File: src/rtl/mem_arb_pkg.sv
// Shared types and constants for the memory port arbiter: FSM states,
// owner encoding, line-alignment mask helper and default geometry.
// Latency: n/a (declarations only). Backpressure: n/a.
package mem_arb_pkg;

  localparam int unsigned DEF_MEM_LAT    = 4;
  localparam int unsigned DEF_LINE_WORDS = 4;

  typedef enum logic [1:0] {
    IDLE = 2'd0,
    BEAT = 2'd1,
    DONE = 2'd2
  } state_t;

  typedef enum logic {
    OWN_I = 1'b0,
    OWN_D = 1'b1
  } owner_t;

  // Mask that clears the byte-offset-within-line bits of an address.
  function automatic logic [31:0] line_mask(input int unsigned line_words);
    return ~((32'(line_words) << 2) - 32'd1);
  endfunction

endpackage

File: src/rtl/mem_port_arbiter_if.sv
// Bundle of requester-side (I/D line fill) and memory-side signals.
// Latency: n/a (wiring only). Backpressure: requesters hold *_req until *_ack.
// Modports: slave = arbiter view, master = requesters + memory view.
interface mem_port_arbiter_if #(
  parameter int unsigned LINE_WORDS = 4
);
  localparam int unsigned BW = (LINE_WORDS > 1) ? $clog2(LINE_WORDS) : 1;

  logic          ic_req;
  logic [31:0]   ic_addr;
  logic          ic_rvalid;
  logic          ic_ack;
  logic          dc_req;
  logic          dc_we;
  logic [31:0]   dc_addr;
  logic [31:0]   dc_wdata;
  logic          dc_rvalid;
  logic          dc_ack;
  logic [31:0]   rdata;
  logic [BW-1:0] beat_idx;
  logic          busy;
  logic          mem_en;
  logic          mem_we;
  logic [31:0]   mem_addr;
  logic [31:0]   mem_wdata;
  logic [31:0]   mem_rdata;

  modport slave (
    input  ic_req, ic_addr, dc_req, dc_we, dc_addr, dc_wdata, mem_rdata,
    output ic_rvalid, ic_ack, dc_rvalid, dc_ack, rdata, beat_idx, busy,
           mem_en, mem_we, mem_addr, mem_wdata
  );

  modport master (
    output ic_req, ic_addr, dc_req, dc_we, dc_addr, dc_wdata, mem_rdata,
    input  ic_rvalid, ic_ack, dc_rvalid, dc_ack, rdata, beat_idx, busy,
           mem_en, mem_we, mem_addr, mem_wdata
  );

endinterface

File: src/rtl/mem_arb_pick.sv
// Combinational winner selection between I-side and D-side line requests.
// Latency: 0 cycles. Backpressure: none; the parent only samples it in IDLE.
// Ports: ic_req/dc_req in, last_grant in (owner of previous grant), grant_vld/grant_own out.
// Build option MEM_ARB_ROUND_ROBIN_EN: defined = round-robin on ties, undefined = D side has fixed priority.
module mem_arb_pick
  import mem_arb_pkg::*;
(
  input  logic   ic_req,
  input  logic   dc_req,
  input  owner_t last_grant,
  output logic   grant_vld,
  output owner_t grant_own
);

  assign grant_vld = ic_req | dc_req;

`ifdef MEM_ARB_ROUND_ROBIN_EN
  // A lone requester always wins; on a tie the side not granted last wins.
  always_comb begin
    grant_own = dc_req ? OWN_D : OWN_I;
    if (ic_req && dc_req) begin
      grant_own = (last_grant == OWN_D) ? OWN_I : OWN_D;
    end
  end
`else
  logic unused_last_grant;
  assign unused_last_grant = (last_grant == OWN_D);
  assign grant_own = dc_req ? OWN_D : OWN_I;
`endif

endmodule

File: src/rtl/mem_port_arbiter.sv
// Arbitrates the single-port main memory between I-side and D-side line transfers, one beat at a time.
// Latency: grant in IDLE at T -> mem_en at T+1, beat k rvalid at T+1+(k+1)*MEM_LAT, ack at T+1+LINE_WORDS*MEM_LAT.
// Backpressure: one transfer at a time; requesters stall by holding *_req until their one-cycle *_ack.
// Ports: clock, reset (async active-low), bus (mem_port_arbiter_if.slave: requester and memory signals).
// Tie policy selected by MEM_ARB_ROUND_ROBIN_EN inside mem_arb_pick.
module mem_port_arbiter
  import mem_arb_pkg::*;
#(
  parameter int unsigned MEM_LAT    = DEF_MEM_LAT,
  parameter int unsigned LINE_WORDS = DEF_LINE_WORDS
) (
  input  logic clock,
  input  logic reset,
  mem_port_arbiter_if.slave bus
);

  localparam int unsigned   BW        = (LINE_WORDS > 1) ? $clog2(LINE_WORDS) : 1;
  localparam int unsigned   CW        = (MEM_LAT > 1) ? $clog2(MEM_LAT) : 1;
  localparam logic [BW-1:0] LAST_BEAT = BW'(LINE_WORDS - 1);
  localparam logic [CW-1:0] LAT_LOAD  = CW'(MEM_LAT - 1);
  localparam logic [31:0]   MASK      = line_mask(LINE_WORDS);

  state_t        state_q, state_d;
  owner_t        owner_q;
  owner_t        last_grant_q;
  logic          we_q;
  logic [31:0]   base_q;
  logic [BW-1:0] beat_q;
  logic [CW-1:0] lat_q;
  logic          ic_rvalid_q, dc_rvalid_q;
  logic [31:0]   rdata_q;

  logic          grant_vld;
  owner_t        grant_own;
  logic          beat_end;
  logic          last_beat;

  mem_arb_pick u_pick (
    .ic_req     (bus.ic_req),
    .dc_req     (bus.dc_req),
    .last_grant (last_grant_q),
    .grant_vld  (grant_vld),
    .grant_own  (grant_own)
  );

  assign beat_end  = (lat_q == '0);
  assign last_beat = (beat_q == LAST_BEAT);

  always_ff @(posedge clock or negedge reset) begin
    if (!reset) state_q <= IDLE;
    else        state_q <= state_d;
  end

  always_comb begin
    state_d       = state_q;
    bus.mem_en    = 1'b0;
    bus.mem_we    = 1'b0;
    bus.mem_addr  = '0;
    bus.mem_wdata = '0;
    bus.ic_ack    = 1'b0;
    bus.dc_ack    = 1'b0;
    unique case (state_q)
      IDLE: if (grant_vld) state_d = BEAT;
      BEAT: begin
        bus.mem_en    = 1'b1;
        bus.mem_we    = we_q;
        // base_q has its offset bits cleared, so OR-ing the beat offset cannot carry.
        bus.mem_addr  = base_q | (32'(beat_q) << 2);
        bus.mem_wdata = we_q ? bus.dc_wdata : '0;
        if (beat_end && last_beat) state_d = DONE;
      end
      DONE: begin
        bus.ic_ack = (owner_q == OWN_I);
        bus.dc_ack = (owner_q == OWN_D);
        state_d    = IDLE;
      end
      default: state_d = IDLE;
    endcase
  end

  always_ff @(posedge clock or negedge reset) begin
    if (!reset) begin
      owner_q      <= OWN_I;
      last_grant_q <= OWN_I;
      we_q         <= 1'b0;
      base_q       <= '0;
      beat_q       <= '0;
      lat_q        <= '0;
      ic_rvalid_q  <= 1'b0;
      dc_rvalid_q  <= 1'b0;
      rdata_q      <= '0;
    end else begin
      ic_rvalid_q <= 1'b0;
      dc_rvalid_q <= 1'b0;
      case (state_q)
        IDLE: begin
          if (grant_vld) begin
            owner_q      <= grant_own;
            last_grant_q <= grant_own;
            we_q         <= (grant_own == OWN_D) && bus.dc_we;
            base_q       <= ((grant_own == OWN_D) ? bus.dc_addr : bus.ic_addr) & MASK;
            beat_q       <= '0;
            lat_q        <= LAT_LOAD;
          end
        end
        BEAT: begin
          if (beat_end) begin
            // Memory data is only valid in the last cycle of the beat.
            if (!we_q) begin
              rdata_q     <= bus.mem_rdata;
              ic_rvalid_q <= (owner_q == OWN_I);
              dc_rvalid_q <= (owner_q == OWN_D);
            end
            if (!last_beat) begin
              beat_q <= beat_q + BW'(1);
              lat_q  <= LAT_LOAD;
            end
          end else begin
            lat_q <= lat_q - CW'(1);
          end
        end
        default: ;
      endcase
    end
  end

  assign bus.ic_rvalid = ic_rvalid_q;
  assign bus.dc_rvalid = dc_rvalid_q;
  assign bus.rdata     = rdata_q;
  assign bus.beat_idx  = beat_q;
  assign bus.busy      = (state_q != IDLE);

endmodule

File: src/flat_wrapper.sv
// flat-port wrapper written by rule: the top's interface ports become plain ports
module mem_port_arbiter_flat import mem_arb_pkg::*;
#(
  parameter int unsigned MEM_LAT    = DEF_MEM_LAT,
  parameter int unsigned LINE_WORDS = DEF_LINE_WORDS
)
  (clock, reset, bus_ic_req, bus_ic_addr, bus_dc_req, bus_dc_we, bus_dc_addr, bus_dc_wdata, bus_mem_rdata, bus_ic_rvalid, bus_ic_ack, bus_dc_rvalid, bus_dc_ack, bus_rdata, bus_beat_idx, bus_busy, bus_mem_en, bus_mem_we, bus_mem_addr, bus_mem_wdata);
  mem_port_arbiter_if #(.LINE_WORDS(LINE_WORDS)) bus_i ();
  input  logic clock;
  input  logic reset;
  input wire logic [$bits(bus_i.ic_req)-1:0] bus_ic_req;
  input wire logic [$bits(bus_i.ic_addr)-1:0] bus_ic_addr;
  input wire logic [$bits(bus_i.dc_req)-1:0] bus_dc_req;
  input wire logic [$bits(bus_i.dc_we)-1:0] bus_dc_we;
  input wire logic [$bits(bus_i.dc_addr)-1:0] bus_dc_addr;
  input wire logic [$bits(bus_i.dc_wdata)-1:0] bus_dc_wdata;
  input wire logic [$bits(bus_i.mem_rdata)-1:0] bus_mem_rdata;
  output wire logic [$bits(bus_i.ic_rvalid)-1:0] bus_ic_rvalid;
  output wire logic [$bits(bus_i.ic_ack)-1:0] bus_ic_ack;
  output wire logic [$bits(bus_i.dc_rvalid)-1:0] bus_dc_rvalid;
  output wire logic [$bits(bus_i.dc_ack)-1:0] bus_dc_ack;
  output wire logic [$bits(bus_i.rdata)-1:0] bus_rdata;
  output wire logic [$bits(bus_i.beat_idx)-1:0] bus_beat_idx;
  output wire logic [$bits(bus_i.busy)-1:0] bus_busy;
  output wire logic [$bits(bus_i.mem_en)-1:0] bus_mem_en;
  output wire logic [$bits(bus_i.mem_we)-1:0] bus_mem_we;
  output wire logic [$bits(bus_i.mem_addr)-1:0] bus_mem_addr;
  output wire logic [$bits(bus_i.mem_wdata)-1:0] bus_mem_wdata;
  assign bus_i.ic_req = bus_ic_req;
  assign bus_i.ic_addr = bus_ic_addr;
  assign bus_i.dc_req = bus_dc_req;
  assign bus_i.dc_we = bus_dc_we;
  assign bus_i.dc_addr = bus_dc_addr;
  assign bus_i.dc_wdata = bus_dc_wdata;
  assign bus_i.mem_rdata = bus_mem_rdata;
  assign bus_ic_rvalid = bus_i.ic_rvalid;
  assign bus_ic_ack = bus_i.ic_ack;
  assign bus_dc_rvalid = bus_i.dc_rvalid;
  assign bus_dc_ack = bus_i.dc_ack;
  assign bus_rdata = bus_i.rdata;
  assign bus_beat_idx = bus_i.beat_idx;
  assign bus_busy = bus_i.busy;
  assign bus_mem_en = bus_i.mem_en;
  assign bus_mem_we = bus_i.mem_we;
  assign bus_mem_addr = bus_i.mem_addr;
  assign bus_mem_wdata = bus_i.mem_wdata;
  mem_port_arbiter #(.MEM_LAT(MEM_LAT), .LINE_WORDS(LINE_WORDS)) u_core (.clock(clock), .reset(reset), .bus(bus_i));
endmodule
File: config.mk
export PLATFORM = sky130hd
export DESIGN_NAME = mem_port_arbiter_flat
export DESIGN_NICKNAME = d
export VERILOG_FILES = /design/src/rtl/mem_arb_pkg.sv /design/src/rtl/mem_port_arbiter_if.sv /design/src/rtl/mem_arb_pick.sv /design/src/rtl/mem_port_arbiter.sv /design/src/flat_wrapper.sv
export SDC_FILE = /design/constraint.sdc
export NUM_CORES = 1
export LEC_CHECK = 0
export CAP_MARGIN = 20
export CORE_ASPECT_RATIO = 0.75
export CORE_MARGIN = 3
export CORE_UTILIZATION = 38
export CTS_CLUSTER_DIAMETER = 100
export DETAILED_ROUTE_END_ITERATION = 8
export GPL_TIMING_DRIVEN = 0
export PLACE_DENSITY = 0.93
export SYNTH_ARGS = -nofsm -noshare
export SYNTH_HDL_FRONTEND = slang
export SYNTH_SLANG_ARGS = --single-unit
File: constraint.sdc
create_clock -name clock -period 4.9 [get_ports clock]
set_input_delay 0.98 -clock clock [delete_from_list [all_inputs] [get_ports clock]]
set_output_delay 0.98 -clock clock [all_outputs]
set_load 0.03 [all_outputs]
==> results.py, run 1 <==
metrics = {
    "placement": {
        "place_congestion": 0.749,
        "port_buffers": 226,
        "hpwl_mm": 8.85,
    },
    "clock_network": {
        "clkSinkCount": 70,
        "clockBufferDepth": 2,
        "cts-resized-gates": 0,
        "cts_buffers": 9,
        "clkTransAtPathRegs_ns": 0.06,
        "insertion_delay_ns": 0.32,
        "cts-root-buf": "clkbuf_16",
        "cts_max_level": 3,
        "post_cts_buffers": 0,
        "cts_hold_buf": 0,
        "cts_tree": "built",
    },
    "logic_synthesis": {
        "netlist_area_mm2": 0.00342,
        "ys_seq_area_share_pct": 51.2,
        "synth.distinct_cells": 30,
        "syn_inst": 309,
        "synth-seq-cells": 70,
        "avgSynthCellArea_um2": 11.1,
        "ys.warnings.count": 0,
    },
    "die": {
        "placementRows": 29,
        "core_mm2": 0.00860,
        "fp.dieW_um": 116,
        "start_util_pct": 39.8,
        "die-area_mm2": 0.0102,
        "die_y_um": 88.2,
        "ios": 238,
    },
    "setup_path": {
        "critical_path_arrival_ns": 2.59,
        "critPathKind": "reg2out",
        "crit_path_end_kind": "output pin",
        "critPathLaunchType": "register",
        "critPathMaxFanout": 10,
        "crit_required_ns": 3.92,
    },
    "grt": {
        "grt_max_degree": 71,
        "grt_overflow": 0,
        "first_global_vias": 3600,
        "grt_util_all_layers_pct": 22.0,
        "grt_antenna_before_repair": 0,
        "grt_first_pass_wirelength_mm": 17.8,
    },
    "cells_and_area": {
        "fillers": 651,
        "layout_common_cells": "225 x clkdlybuf4s50_1, 70 x dfrtp_1, 59 x o21ai_0",
        "drive_gt1_share_pct": 10.1,
        "nNetsFinal": 682,
        "multiInputGateArea_mm2": 0.00152,
        "n_antenna_cell": 0,
        "area_growth_pct": 78.3,
        "layout_commonest_cell": "clkdlybuf4s50_1",
        "regArea_mm2": 0.00175,
    },
    "sta": {
        "worstMarginPinSlew_ns": 0.888,
        "hold_viol": 0,
        "rsz0062_at_grt": "no",
        "min_period_over_period_pct": 72.9,
        "fmaxAchievable_ghz": 0.280,
        "final_max_slew_viol_count": 0,
        "period_minus_slack_ns": 3.57,
        "fin_skew_ns": 0.00517,
        "final.setup.tns_ns": 0,
        "setup_viol": 0,
        "slew_headroom_pct": 40.8,
    },
    "flow_run": {
        "cap_violations": 0,
    },
    "detailed_routing": {
        "dr.pass1.iters": 4,
        "wl_per_cell_um": 17.2,
        "vias": 3328,
        "drt-initial-drc-count": 138,
        "drc": 0,
        "ant_nets": 0,
        "drt_wl_total_mm": 11.3,
        "vias_per_cell": 5.04,
    },
    "power": {
        "p_leak_nw": 2.64,
        "fin_total_pwr_mw": 4.02,
        "ir_drop_v": 0.000341,
        "power.density_mw_per_mm2": 659,
    },
    "worst_hold_path": {
        "hold_path.class": "reg2reg",
    },
    "run_status": {
        "run_status": "finished, final reports clean",
    },
}
## worst max-delay path, cell delays in order (launching register included)
cell	delay (ns)
dfrtp_1	0.42
nand2b_1	0.24
inv_1	0.13
buf_2	0.22
clkbuf_1	0.37
and2_1	0.19
clkdlybuf4s50_1	0.69
## cell usage after synthesis
| cell | count | area [um^2] |
|---|---|---|
| buf_6 | 3 | 33.8 |
| a2bb2oi_1 | 1 | 8.76 |
| dfrtp_1 | 70 | 1750 |
| nor2_1 | 2 | 7.51 |
| nand4bb_1 | 1 | 11.3 |
| nor3b_1 | 1 | 7.51 |
| o211ai_1 | 2 | 15.0 |
| buf_1 | 1 | 3.75 |
| mux2_2 | 32 | 360 |
| nand2b_1 | 1 | 6.26 |
| nor3b_4 | 1 | 18.8 |
| a21oi_1 | 1 | 5.00 |
| conb_1 | 1 | 3.75 |
| o2bb2ai_1 | 1 | 8.76 |
| clkbuf_1 | 19 | 71.3 |
| and2_1 | 32 | 200 |
| or3_1 | 1 | 6.26 |
| o21ai_0 | 59 | 295 |
| buf_4 | 2 | 15.0 |
| and3b_1 | 1 | 8.76 |
| o21a_1 | 1 | 7.51 |
| ha_1 | 2 | 25.0 |
| nand2_1 | 2 | 7.51 |
| a32o_1 | 1 | 10.0 |
| a22o_1 | 1 | 8.76 |
| buf_2 | 3 | 15.0 |
| mux2i_1 | 28 | 280 |
| nor2b_1 | 1 | 6.26 |
| inv_1 | 5 | 18.8 |
| and3_1 | 33 | 206 |
## final timing paths
path,cells after the start,slack [ns],end,startpoint
max reg2reg,5,3.03,u_core.bus.rdata[4],u_core.lat_q[0]
min in group asynchronous,1,0.77,u_core.base_q[15],reset
min reg2reg,1,0.50,u_core.lat_q[0],u_core.lat_q[0]
max in group asynchronous,1,3.54,u_core.lat_q[1],reset
min,1,0.50,u_core.lat_q[0],u_core.lat_q[0]
max,6,1.33,bus_mem_addr[10],u_core.state_q[1]
## cell families (layout without fill, tap and decap cells)
| kind of cell | count (synthesis) | after routing | synth area share (%) |
|---|---|---|---|
| other cells | 1 | 2 | 0.110 |
| buf+inv | 33 | 275 | 4.60 |
| flops | 70 | 70 | 51.2 |
| simple gates | 76 | 76 | 14.2 |
| compound gates | 67 | 67 | 10.5 |
| fa+ha+maj | 2 | 2 | 0.731 |
| mux | 60 | 60 | 18.7 |
## through the flow
| stage | worst slack (ns) | hold WS [ns] | area [um^2] | utilization (%) | cells |
|---|---|---|---|---|---|
| floorplan | 2.45 | 0.453 | 3430 | - | 310 |
| global placement | 0.599 | 0.473 | 5830 | 67.7 | 644 |
| detailed placement | 1.63 | 0.489 | 5820 | 67.7 | 644 |
| CTS | 1.33 | 0.501 | 6110 | 71.0 | 660 |
| finish | 1.33 | 0.500 | 6110 | 71.0 | 660 |
| global route | 1.15 | 0.512 | 6110 | 71.0 | 660 |
## routing by layer
metal  track usage (%)  up-vias  wire length [um]
li1                  -     1562                 -
met1              26.6     1597              4470
met2              39.1      146              5750
met3              5.19       23               865
met4              7.59        0               244
met5                 0        -                 0
## area by class of cell
cell class | count | area share [%]
buffer | 28 | 2.27
clock buffer | 11 | 3.81
clock inverter | 5 | 0.820
inverter | 5 | 0.307
multi-input combinational | 207 | 24.9
sequential | 70 | 28.7
tap | 108 | 2.21
timing repair buffer | 226 | 37.0
## flip-flops by register name, indices dropped and copies added, names as in the netlist
signal / count
u_core.bus.rdata: 32
u_core.base_q: 28
u_core.bus.beat_idx: 2
u_core.lat_q: 2
u_core.state_q: 2
u_core.bus.dc_rvalid: 1
u_core.bus.ic_rvalid: 1
u_core.owner_q: 1
u_core.we_q: 1
## report_power, final
part | internal, mW | switching [mW]
clock | 0.391 | 0.232
combinational | 1.06 | 1.32
sequential | 0.859 | 0.157
Power figures use the tool's default switching activity.
==> run 2: changes to the inputs <==
- CORE_UTILIZATION: 38 -> 32
- PLACE_DENSITY: 0.93 -> 0.84
- clock period: 4.9 -> 3 ns (I/O delays scaled with it)
==> run 2 against run 1 <==
Compared with the run above: utilization shrank 11 points; first-iteration DRC count is 52% lower; critical path depth decreased by 1; highest routed layer unchanged.
==> results.py, run 2 (synthesized netlist as in run 1, its figures left out) <==
metrics = {
    "run_status": {
        "run_status": "finished, final reports clean",
    },
    "cells_and_area": {
        "n_antenna_cell": 0,
        "layout_commonest_cell": "clkdlybuf4s50_1",
        "fillers": 882,
        "area_growth_pct": 80.3,
        "multiInputGateArea_mm2": 0.00152,
        "final_area_mm2": 0.00618,
        "largest_register_ffs": 32,
        "fin_util_pct": 59.6,
        "drive_gt1_share_pct": 11.6,
        "nNetsFinal": 682,
        "layout_common_cells": "184 x clkdlybuf4s50_1, 70 x dfrtp_1, 59 x o21ai_0",
        "regArea_mm2": 0.00175,
    },
    "die": {
        "start_util_pct": 33.0,
        "die_y_um": 95.6,
        "ios": 238,
        "core_mm2": 0.0104,
        "fp.dieW_um": 125,
        "die-area_mm2": 0.0120,
        "placementRows": 32,
    },
    "clock_network": {
        "cts_max_level": 3,
        "cts_tree": "built",
        "clkSinkCount": 70,
        "post_cts_buffers": 0,
        "cts_hold_buf": 0,
        "clkTransAtPathRegs_ns": 0.06,
        "insertion_delay_ns": 0.33,
        "cts-resized-gates": 44,
        "cts_buffers": 9,
        "cts-root-buf": "clkbuf_16",
        "clockBufferDepth": 2,
    },
    "grt": {
        "grt_max_degree": 71,
        "grt_first_pass_wirelength_mm": 17.4,
        "use_met1_pct": 21.4,
        "grt_overflow": 0,
        "first_global_vias": 3410,
        "met3_usage_pct": 6.05,
        "grt_antenna_before_repair": 0,
        "grt_util_all_layers_pct": 18.2,
        "met2_usage_pct": 32.4,
        "busiest_layer": "met2",
    },
    "setup_path": {
        "cp-startpoint": "u_core.state_q[1]",
        "r2r_end": "u_core.bus.rdata[0]",
        "critPathLaunchType": "register",
        "critPathKind": "reg2out",
        "r2r_start": "u_core.lat_q[0]",
        "reg2regPathDepth": 5,
        "crit_path_end": "bus_mem_addr[26]",
        "critPathMaxFanout": 10,
        "rrSetupSlack_ns": 1.20,
        "critical_path_arrival_ns": 2.26,
        "crit_required_ns": 2.40,
        "crit_path_end_kind": "output pin",
    },
    "sta": {
        "fin_ws_ns": 0.142,
        "fin_skew_ns": 0.00717,
        "slew_headroom_pct": 40.5,
        "final.setup.tns_ns": 0,
        "worstMarginPinSlew_ns": 0.893,
        "setup_viol": 0,
        "final_max_slew_viol_count": 0,
        "period_minus_slack_ns": 2.86,
        "rsz0062_at_grt": "no",
        "hold_viol": 0,
        "fmaxAchievable_ghz": 0.350,
        "min_period_over_period_pct": 95.3,
    },
    "detailed_routing": {
        "drc": 0,
        "vias_per_cell": 4.76,
        "drt-initial-drc-count": 66,
        "ant_nets": 0,
        "wl_per_cell_um": 15.9,
        "vias": 3278,
        "drt_wl_total_mm": 11.0,
        "dr.pass1.iters": 4,
    },
    "placement": {
        "placed_cell_area_mm2": 0.00586,
        "pre_cts_ws_ns": 0.107,
        "place_congestion": 0.839,
        "port_buffers": 226,
        "hpwl_mm": 8.81,
    },
    "worst_hold_path": {
        "hold_path.class": "in2async",
    },
    "power": {
        "ir_drop_v": 0.000501,
        "p_leak_nw": 2.84,
        "power.density_mw_per_mm2": 1070,
    },
    "flow_run": {
        "cap_violations": 0,
    },
}
## run 2: cell types whose count changed in the layout (fill, tap and decap cells not counted), moves of 4 or more
cell and change:
dlygate4sd2_1 +40, clkbuf_1 -8, clkinv_2 -4, clkbuf_2 +6, clkdlybuf4s50_1 -41
## run 2: critical path, cell delays in order (launching register included)
cell             delay, ns
dfrtp_1               0.41
nand2b_1              0.23
inv_1                 0.15
clkbuf_2              0.26
and2_1                0.17
clkdlybuf4s50_1       0.70
## run 2: cell type report
| class | instances | area share [%] |
|---|---|---|
| clock buffer | 11 | 4.09 |
| tap | 136 | 2.76 |
| sequential | 70 | 28.4 |
| inverter | 5 | 0.304 |
| clock inverter | 5 | 1.70 |
| multi-input combinational | 207 | 24.6 |
| buffer | 28 | 2.37 |
| timing repair buffer | 226 | 35.8 |
## run 2: worst min path at each step
stage	slack, ns	cells past startpoint	end	start
after detailed placement	0.49	2	u_core.base_q[21]	u_core.base_q[21]
after CTS	0.43	1	u_core.base_q[13]	reset
final	0.37	1	u_core.base_q[13]	reset
after global placement	0.47	1	u_core.lat_q[0]	u_core.lat_q[0]
after floorplan	0.30	0	u_core.base_q[10]	reset
after global routing	0.46	1	u_core.base_q[13]	reset
## run 2: through the flow
| step | power [mW] | hold slack, ns | instances |
|---|---|---|---|
| floorplan | 3.88 | 0.304 | 310 |
| CTS | 6.71 | 0.427 | 688 |
| detailed placement | 5.58 | 0.490 | 672 |
| finish | 6.62 | 0.372 | 688 |
| global placement | 5.48 | 0.472 | 672 |
| global route | 7.01 | 0.461 | 688 |
## run 2: power breakdown
| part | internal (mW) | total (mW) | switching (mW) | leakage, nW |
|---|---|---|---|---|
| logic | 1.59 | 3.72 | 2.14 | 1.82 |
| registers | 1.40 | 1.64 | 0.242 | 0.852 |
| clock network | 0.857 | 1.25 | 0.394 | 0.168 |
## run 2: metal layers
layer	routed length, um	part of all wire (%)	vias up
li1	-	-	1557
met1	4420	40	1567
met2	5600	51	143
met3	839	7.7	11
met4	106	0.97	0
met5	0	0	-
